$ cat src/rtl/mips_dbus_uart_tx_pkg.sv
// Register map, STATUS bit positions and serializer states for the data-bus UART transmitter.
package mips_dbus_uart_tx_pkg;

    localparam logic [1:0] REG_DATA   = 2'd0;
    localparam logic [1:0] REG_STATUS = 2'd1;
    localparam logic [1:0] REG_DIV    = 2'd2;

    localparam int unsigned ST_BUSY      = 0;
    localparam int unsigned ST_FULL      = 1;
    localparam int unsigned ST_EMPTY     = 2;
    localparam int unsigned ST_OVF       = 3;
    localparam int unsigned ST_IE        = 4;
    localparam int unsigned ST_COUNT_LSB = 8;

    typedef enum logic [1:0] {
        TX_IDLE,
        TX_START,
        TX_DATA,
        TX_STOP
    } tx_state_t;

endpackage

$ cat src/rtl/mips_dbus_uart_tx_fifo.sv
// Generic synchronous FIFO with combinational read port and occupancy count.
module mips_fifo #(
    parameter int unsigned WIDTH      = 8,
    parameter int unsigned DEPTH_LOG2 = 2
) (
    input  logic                  clock,
    input  logic                  reset,
    input  logic                  push,
    input  logic                  pop,
    input  logic [WIDTH-1:0]      din,
    output logic [WIDTH-1:0]      dout,
    output logic                  full,
    output logic                  empty,
    output logic [DEPTH_LOG2:0]   count
);
    localparam int unsigned DEPTH = 1 << DEPTH_LOG2;
    localparam logic [DEPTH_LOG2:0] FULL_COUNT = (DEPTH_LOG2 + 1)'(DEPTH);

    logic [WIDTH-1:0]      mem [DEPTH];
    logic [DEPTH_LOG2-1:0] wr_ptr;
    logic [DEPTH_LOG2-1:0] rd_ptr;
    logic                  do_push;
    logic                  do_pop;

    assign full    = count == FULL_COUNT;
    assign empty   = count == '0;
    assign dout    = mem[rd_ptr];
    assign do_pop  = pop & !empty;
    // A pop in the same cycle frees the slot, so a push into a full FIFO still lands.
    assign do_push = push & (!full | do_pop);

    always_ff @(posedge clock or posedge reset) begin
        if (reset) begin
            wr_ptr <= '0;
            rd_ptr <= '0;
            count  <= '0;
        end else begin
            if (do_push) wr_ptr <= wr_ptr + DEPTH_LOG2'(1);
            if (do_pop)  rd_ptr <= rd_ptr + DEPTH_LOG2'(1);
            case ({do_push, do_pop})
                2'b10:   count <= count + (DEPTH_LOG2 + 1)'(1);
                2'b01:   count <= count - (DEPTH_LOG2 + 1)'(1);
                default: count <= count;
            endcase
        end
    end

    always_ff @(posedge clock) begin
        if (do_push) mem[wr_ptr] <= din;
    end

endmodule

$ cat src/rtl/mips_dbus_uart_tx.sv
// Memory-mapped 8N1 UART transmitter on the MIPS data bus: TX FIFO, divisor, status and serializer.
module mips_dbus_uart_tx
    import mips_dbus_uart_tx_pkg::*;
#(
    parameter logic [31:0] BASE       = 32'hFFFF0000,
    parameter int unsigned DEPTH_LOG2 = 2,
    parameter logic [15:0] DIV_INIT   = 16'd433
) (
    input  logic        clock,
    input  logic        reset,
    input  logic [31:0] DA,
    input  logic [3:0]  we,
    input  logic [31:0] DO,
    input  logic        re,
    output logic [31:0] DI,
    output logic        txd,
    output logic        irq
);
    logic                sel;
    logic [1:0]          off;
    logic                push_req;
    logic                pop;
    logic                full;
    logic                empty;
    logic [DEPTH_LOG2:0] count;
    logic [7:0]          fifo_dout;
    tx_state_t           state;
    logic [7:0]          shift;
    logic [15:0]         bit_cnt;
    logic [2:0]          bit_idx;
    logic                bit_done;
    logic                ovf;
    logic                ie;
    logic [15:0]         div;
    logic [31:0]         rdata;
    logic                unused_bits;

    assign sel         = DA[31:4] == BASE[31:4];
    assign off         = DA[3:2];
    assign push_req    = sel & we[0] & (off == REG_DATA);
    assign bit_done    = bit_cnt == '0;
    assign pop         = !empty & ((state == TX_IDLE) | ((state == TX_STOP) & bit_done));
    assign irq         = ie & !full;
    assign unused_bits = ^{DA[1:0], DO[31:16], we[3:2]};

    mips_fifo #(
        .WIDTH      (8),
        .DEPTH_LOG2 (DEPTH_LOG2)
    ) u_fifo (
        .clock (clock),
        .reset (reset),
        .push  (push_req),
        .pop   (pop),
        .din   (DO[7:0]),
        .dout  (fifo_dout),
        .full  (full),
        .empty (empty),
        .count (count)
    );

    always_ff @(posedge clock or posedge reset) begin
        if (reset) begin
            ovf <= 1'b0;
            ie  <= 1'b0;
            div <= DIV_INIT;
        end else begin
            if (push_req & full & !pop) ovf <= 1'b1;
            if (sel & we[0] & (off == REG_STATUS)) begin
                if (DO[3]) ovf <= 1'b0;
                ie <= DO[4];
            end
            if (sel & (off == REG_DIV)) begin
                if (we[0]) div[7:0]  <= DO[7:0];
                if (we[1]) div[15:8] <= DO[15:8];
            end
        end
    end

    // Bit counter reloads from the live divisor at every bit boundary.
    always_ff @(posedge clock or posedge reset) begin
        if (reset) begin
            state   <= TX_IDLE;
            txd     <= 1'b1;
            shift   <= '0;
            bit_cnt <= '0;
            bit_idx <= '0;
        end else begin
            case (state)
                TX_IDLE: begin
                    if (pop) begin
                        shift   <= fifo_dout;
                        bit_cnt <= div;
                        txd     <= 1'b0;
                        state   <= TX_START;
                    end
                end
                TX_START: begin
                    if (bit_done) begin
                        txd     <= shift[0];
                        bit_idx <= '0;
                        bit_cnt <= div;
                        state   <= TX_DATA;
                    end else begin
                        bit_cnt <= bit_cnt - 16'd1;
                    end
                end
                TX_DATA: begin
                    if (bit_done) begin
                        bit_cnt <= div;
                        if (bit_idx == 3'd7) begin
                            txd   <= 1'b1;
                            state <= TX_STOP;
                        end else begin
                            txd     <= shift[1];
                            shift   <= shift >> 1;
                            bit_idx <= bit_idx + 3'd1;
                        end
                    end else begin
                        bit_cnt <= bit_cnt - 16'd1;
                    end
                end
                TX_STOP: begin
                    if (bit_done) begin
                        if (pop) begin
                            shift   <= fifo_dout;
                            bit_cnt <= div;
                            txd     <= 1'b0;
                            state   <= TX_START;
                        end else begin
                            state <= TX_IDLE;
                        end
                    end else begin
                        bit_cnt <= bit_cnt - 16'd1;
                    end
                end
            endcase
        end
    end

    always_comb begin
        rdata = '0;
        case (off)
            REG_STATUS: begin
                rdata[ST_BUSY]               = state != TX_IDLE;
                rdata[ST_FULL]               = full;
                rdata[ST_EMPTY]              = empty;
                rdata[ST_OVF]                = ovf;
                rdata[ST_IE]                 = ie;
                rdata[ST_COUNT_LSB +: 4]     = 4'(count);
            end
            REG_DIV:  rdata[15:0] = div;
            default:  rdata = '0;
        endcase
        DI = (sel & re) ? rdata : '0;
    end

endmodule

$ cat config.mk
export PLATFORM = sky130hd
export DESIGN_NAME = mips_dbus_uart_tx
export DESIGN_NICKNAME = d
export VERILOG_FILES = /design/src/rtl/mips_dbus_uart_tx_pkg.sv /design/src/rtl/mips_dbus_uart_tx_fifo.sv /design/src/rtl/mips_dbus_uart_tx.sv
export SDC_FILE = /design/constraint.sdc
export NUM_CORES = 1
export LEC_CHECK = 0
export CAP_MARGIN = 10
export CORE_UTILIZATION = 35
export CTS_BUF_LIST = sky130_fd_sc_hd__clkbuf_16
export DETAILED_ROUTE_END_ITERATION = 8
export PLACE_DENSITY = 0.64
export RECOVER_POWER = 25
export SLEW_MARGIN = 40
export SYNTH_ARGS = -nofsm -noshare
export SYNTH_HDL_FRONTEND = slang
export SYNTH_SLANG_ARGS = --single-unit
$ cat constraint.sdc
create_clock -name clock -period 4.3 [get_ports clock]
set_input_delay 0.86 -clock clock [delete_from_list [all_inputs] [get_ports clock]]
set_output_delay 0.86 -clock clock [all_outputs]
set_load 0.02 [all_outputs]
==> reports/results.ini, run 1 <==
[timing]
max_slew.worst_pin.slew_ns = 1.824
clock_skew_ns = 0.01090
grt_setup_unrepaired = true
min_period_over_period_pct = 95.98
fmax_mhz = 242.3
finalHoldViolations = 0
maxSlewHeadroom_pct = -22.28
setup_slack_ns = 0.1727
slew_violations = 40
setup-violations-final = 0
min_period_ns = 4.127

[global_routing]
antenna_found_initial = 0
track_usage_pct = 16.31
overflow = 0
grt_pass1_vias = 3654
grt_first_pass_wirelength_microns = 18060
grt_max_degree = 40

[logic_synthesis]
synth_ff_type = dfrtp_1
avgSynthCellArea_sq_um = 11.42
yosysWarnings = 0
synthAdderAreaFrac_pct = 5.112
synthArstFlopShare_pct = 63.22
synth_top_area_cell = dfrtp_1
synth_xor_xnor_area_share_pct = 2.374
synth_compound_area_share_pct = 10.77
synth_top_family_by_area = simple AND/OR/NAND/NOR gates
ys_seq_area_share_pct = 48.88
synth.distinct_cells = 66
synthSimpleGateAreaFrac_pct = 15.62
synth-seq-cells = 87
synth_edf_count = 32
syn-cell-area_sq_mm = 0.004797
syn_inst = 420
synth_top_area_share_pct = 25.56
muxShareOfSynthArea_pct = 11.32
synth.area.top_cells = dfrtp_1 (26%), edfxtp_1 (20%), mux2_2 (5.9%), ha_1 (4.7%), mux4_2 (3.8%)

[cells_and_area]
layout-drive-gt1-share_pct = 15.24
layout_commonest_cell = clkdlybuf4s50_1
area_growth_pct = 22.87
layout_common_cells = clkdlybuf4s50_1 (59), dfrtp_1 (49), nand2_1 (43)
num-nets-final = 577
diodes = 0
fillCellCount = 1236

[critical_path]
cp_max_fo = 8
worst_setup_path_end_kind = primary output
cp_num_buf_inv = 2
cpPeakStageDelay_ns = 0.62
path_cells = clkdlybuf4s50_1 -> nor4_1 -> nand4_1 -> nor4_4 -> nand3_1 -> nor2_1 -> clkdlybuf4s50_1
crit_path_frequent_cell = clkdlybuf4s50_1
crit_path_start_kind = input port
cp_slowest_cell = clkdlybuf4s50_1
cp.required_ns = 3.44
critical_path_class = in2out
cp.arrival_ns = 3.27
crit_family = simple AND/OR/NAND/NOR gates

[worst_hold_path]
min_path_type = reg2reg

[route]
dr.pass1.iters = 4
vias = 3450
drt_iter0_drc = 242
antenna_left = 0
via_per_inst = 5.165
finalWirelength_microns = 10790
wire_per_inst_microns = 16.15
route.detailed.drc = 0

[power]
cellLeakagePower_nw = 2.379
power_density_mw_per_mm2 = 319.6
vdd_drop_max_mv = 0.1494
p_total_mw = 1.884

[clocking]
path_clk_slew_ns = 0.06
cts_tree = yes
clk_latency_ns = 0.35
cts_made_buffers = 9
cts.sinks = 87
ctsHoldBuffers = 0
cts_max_path_buffers = 2
root_buffer = clkbuf_16
cts_max_level = 3

[outcome]
status = finished, violations left
violations = max-capacitance violations, max-slew violations

[flow_run]
max_cap_violations = 1

[placement]
hpwl_microns = 8092
pre_cts_ws_ns = 0.1131
numPortBuffers = 68
gp_congestion = 0.8424

[die]
fp.coreArea_sq_mm = 0.01330
start_util_pct = 36.08
die_h_microns = 119.1
pin_count = 105
die-area_sq_mm = 0.01418
rows = 42
die_x_microns = 119.1

==> area by class of cell <==
class,instances,area (sq um),area share [%]
timing repair buffer,71,700.7,11.89
clock buffer,9,225.2,3.821
multi-input combinational,292,2235,37.91
inverter,26,98.84,1.677
sequential,87,2345,39.78
tap,176,220.2,3.736
clock inverter,7,70.07,1.189
==> where the power goes <==
group,switching [mW],total (mW),internal (mW)
sequential,0.0187,0.905,0.887
clock,0.326,0.777,0.451
combinational,0.103,0.201,0.0987
total,0.448,1.88,1.44
==> cell families after synthesis <==
logic type               after synthesis
AO/OA/AOI/OAI                         70
other                                  1
adder cells (fa/ha/maj)               19
AND/OR/NAND/NOR                      134
XOR/XNOR                              13
multiplexers                          40
flip-flops                            87
buffers and inverters                 56
==> repair_timing <==
| action | 4_1_cts | 5_1_grt |
|---|---|---|
| endpoints found under the hold margin | 0 | 0 |
| buffers inserted | 0 | 0 |
| resized for setup | 0 | 0 |
| setup endpoints to repair | 0 | 8 |
==> stage by stage <==
step / area, sq um / hold slack, ns / setup TNS, ns / instances / utilization [%]
after CTS: 5896 / 0.5097 / 0 / 668 / 44.34
after global placement: 5587 / 0.4920 / 0 / 651 / 42.02
final: 5894 / 0.5049 / 0 / 668 / 44.33
after global routing: 5894 / 0.5321 / -0.1288 / 668 / 44.33
after floorplan: 4853 / 0.4726 / 0 / 435 / -
after detailed placement: 5600 / 0.4960 / 0 / 652 / 42.12
==> path summary, 6_finish.rpt <==
path | slack (ns) | cells past startpoint | from | endpoint
max reg2reg | 1.01 | 12 | state[0] | u_fifo.count[2]
min | 0.50 | 1 | shift[5] | shift[5]
max in group asynchronous | 1.84 | 3 | reset | div[8]
max | 0.17 | 7 | DA[6] | DI[7]
min in group asynchronous | 1.44 | 2 | reset | bit_idx[1]
min reg2reg | 0.50 | 1 | shift[5] | shift[5]
==> synthesized netlist by cell type, types with 3 or more instances <==
cell type,n
xor2_1,5
a41oi_1,3
mux2i_1,4
dfrtp_1,49
nor2_1,31
nand4_1,6
xnor2_1,8
a22oi_1,13
o21ai_0,17
ha_1,18
dfstp_2,6
nor4_1,5
a221o_1,6
a21oi_1,6
buf_4,17
nand2_1,43
nor4_4,3
or3_1,5
buf_2,4
mux4_2,8
edfxtp_1,32
nor3_1,8
and2_1,5
nand3_1,6
nor4b_1,3
clkbuf_1,7
a211oi_1,4
inv_1,26
mux2_2,25
==> flip-flops by register name, indices dropped and copies added, names as in the netlist <==
name / count
bit_cnt: 16
bit_idx: 3
div: 16
ie: 1
ovf: 1
shift: 8
state: 2
txd: 1
u_fifo.count: 3
u_fifo.mem: 32
u_fifo.rd_ptr: 2
u_fifo.wr_ptr: 2
==> routing by layer <==
| layer | GRT usage (%) | up-vias | wire, microns |
|---|---|---|---|
| met5 | 0 | - | 0 |
| met4 | 7.516 | 0 | 261 |
| met3 | 2.730 | 19 | 516 |
| met2 | 27.18 | 111 | 5196 |
| met1 | 20.62 | 1675 | 4817 |
| li1 | - | 1645 | - |
No activity file was read; power rests on OpenSTA's default activity.
==> run 2: changes to the inputs <==
--- a/config.mk
+++ b/config.mk
@@ -9,7 +9,7 @@
 export CORE_UTILIZATION = 35
 export CTS_BUF_LIST = sky130_fd_sc_hd__clkbuf_16
 export DETAILED_ROUTE_END_ITERATION = 8
-export PLACE_DENSITY = 0.64
+export PLACE_DENSITY = 0.66
 export RECOVER_POWER = 25
 export SLEW_MARGIN = 40
 export SYNTH_ARGS = -nofsm -noshare
==> constraint.sdc (replaced) <==
create_clock -name clock -period 3.4 [get_ports clock]
set_input_delay 0.68 -clock clock [delete_from_list [all_inputs] [get_ports clock]]
set_output_delay 0.68 -clock clock [all_outputs]
set_load 0.02 [all_outputs]
==> reports/results.ini, run 2 (synthesized netlist as in run 1, its figures left out) <==
[timing]
clock_skew_ns = 0.01151  ; +0.0006060 ns
whs_ns = 0.5054  ; +0.0005180 ns
maxSlewHeadroom_pct = 25.23  ; +48 points
fmax_mhz = 302.6
min_period_ns = 3.305
slew_violations = 0  ; -100%
finalHoldViolations = 0  ; unchanged
min_period_over_period_pct = 97.20
setup-violations-final = 0  ; unchanged
max_slew.worst_pin.slew_ns = 1.120  ; -0.7039 ns
grt_setup_unrepaired = false

[placement]
numPortBuffers = 68  ; unchanged
gp_congestion = 0.8442  ; +0.21%
dpl_cell_area_sq_mm = 0.005757  ; +2.8%
hpwl_microns = 8265  ; +2.1%

[die]
pin_count = 105  ; unchanged
rows = 42  ; unchanged
die_x_microns = 119.1  ; unchanged
fp.coreArea_sq_mm = 0.01330  ; unchanged
start_util_pct = 36.08  ; unchanged
die-area_sq_mm = 0.01418  ; unchanged
die_h_microns = 119.1  ; unchanged

[clocking]
clk_latency_ns = 0.34  ; about the same
cts_made_buffers = 9  ; unchanged
cts_tree = yes
path_clk_slew_ns = 0.06  ; about the same
cts.sinks = 87  ; unchanged
ctsHoldBuffers = 0  ; unchanged
root_buffer = clkbuf_16
cts_max_level = 3  ; unchanged
cts_max_path_buffers = 2  ; unchanged

[critical_path]
crit_path_start_kind = input port
worst_setup_path_end_kind = primary output
cp_max_fo = 8  ; unchanged
cp.required_ns = 2.72  ; -0.72 ns
cp.arrival_ns = 2.62  ; -0.65 ns
critical_path_class = in2out

[route]
route.detailed.drc = 0  ; unchanged
dr.pass1.iters = 5  ; +1
via_per_inst = 5.235  ; +1.4%
drt_iter0_drc = 204  ; -16%
antenna_left = 0  ; unchanged
vias = 3581  ; +3.8%
wire_per_inst_microns = 15.97  ; -1.1%
finalWirelength_microns = 10930  ; +1.2%

[power]
combPwrFrac_pct = 11.5  ; +0.8 points
p_sw_uw = 566.2  ; +26%
pwr-share-seq_pct = 49.7  ; +1.7 points
cellLeakagePower_nw = 2.524  ; +6.1%
p_int_mw = 1.740  ; +21%
clkPwrFrac_pct = 38.8  ; -2.5 points
p_sw_share_pct = 24.56  ; +0.79 points
power_density_mw_per_mm2 = 384.0  ; +20%
vdd_drop_max_mv = 0.2200  ; +47%

[global_routing]
track_usage_pct = 16.64  ; +0.33 points
antenna_found_initial = 0  ; unchanged
grt_pass1_vias = 3629  ; -0.68%
overflow = 0  ; unchanged
grt_max_degree = 30  ; -25%
grt_first_pass_wirelength_microns = 18530  ; +2.6%

[cells_and_area]
layout_common_cells = dfrtp_1 (49), nand2_1 (43), clkdlybuf4s50_1 (43)
layout-drive-gt1-share_pct = 18.50  ; +3.3 points
postLayoutCellArea_sq_mm = 0.006005  ; +1.9%
fillCellCount = 1237  ; +0.081%
num-nets-final = 593  ; +2.8%
regMostFlops = u_fifo.mem
multi_input_area_sq_mm = 0.002240  ; +0.22%
diodes = 0  ; unchanged
largest_register_ffs = 32  ; unchanged
area_growth_pct = 25.17
regArea_sq_mm = 0.002345  ; unchanged
reg_top3 = u_fifo.mem x32, bit_cnt x16, div x16
layout_commonest_cell = dfrtp_1

[worst_hold_path]
min_path_type = reg2reg

[outcome]
status = finished, final reports clean

[flow_run]
max_cap_violations = 0  ; -1

run 2: layout make-up:
type / instances / area share [%]
Clock buffer: 9 / 3.751
Inverter: 26 / 1.625
Clock inverter: 7 / 0.6876
Timing Repair Buffer: 87 / 13.92
Tap cell: 176 / 3.667
Sequential cell: 87 / 39.05
Multi-Input combinational cell: 292 / 37.30
run 2: worst paths after layout:
path                             from  cells after the start         endpoint  slack [ns]
hold / removal               shift[4]                      1         shift[4]        0.51
hold reg to reg              shift[4]                      1         shift[4]        0.51
max in group asynchronous       reset                      3           div[8]        1.42
setup reg to reg           bit_cnt[0]                     11  u_fifo.count[1]        0.48
min in group asynchronous       reset                      2         shift[1]        1.07
setup / recovery               DA[13]                      8           DI[13]         0.1
run 2: critical path: stages:
cell	delay, ns
clkdlybuf4s50_1	0.40
nor4b_1	0.34
nand4_1	0.20
nor4_4	0.29
nand3_1	0.13
buf_4	0.18
nor2_1	0.08
dlygate4sd2_1	0.33
run 2: metrics by stage:
step	power [mW]	TNS [ns]	util, %	worst slack [ns]	cells
after global routing	2.406	0	45.16	0.004459	684
after global placement	1.411	-5.521	43.30	-0.3676	667
after detailed placement	1.431	-6.130	43.30	-0.4120	667
final	2.306	0	45.16	0.09515	684
after CTS	2.319	0	45.25	0.01839	684
after floorplan	1.332	0	-	0.5123	435
run 2: routing by layer:
layer	track usage, %	share of wire, %
met4	5.617	1.4
met5	0	0
met2	27.87	49
met3	3.017	5.2
met1	21.58	45
run 2: power groups by stage:
stage	sequential (mW)	clock, mW	combinational (mW)
floorplan	1.16	0	0.173
global placement	1.16	0	0.247
detailed placement	1.17	0	0.264
CTS	1.15	0.906	0.267
global route	1.15	0.950	0.307
finish	1.15	0.895	0.265
run 2: repair_timing:
action / in CTS / in global routing
gates resized for setup: 17 / 12
setup buffers: 1 / 0
setup endpoints to repair: 16 / 11
pin swaps: 1 / 0
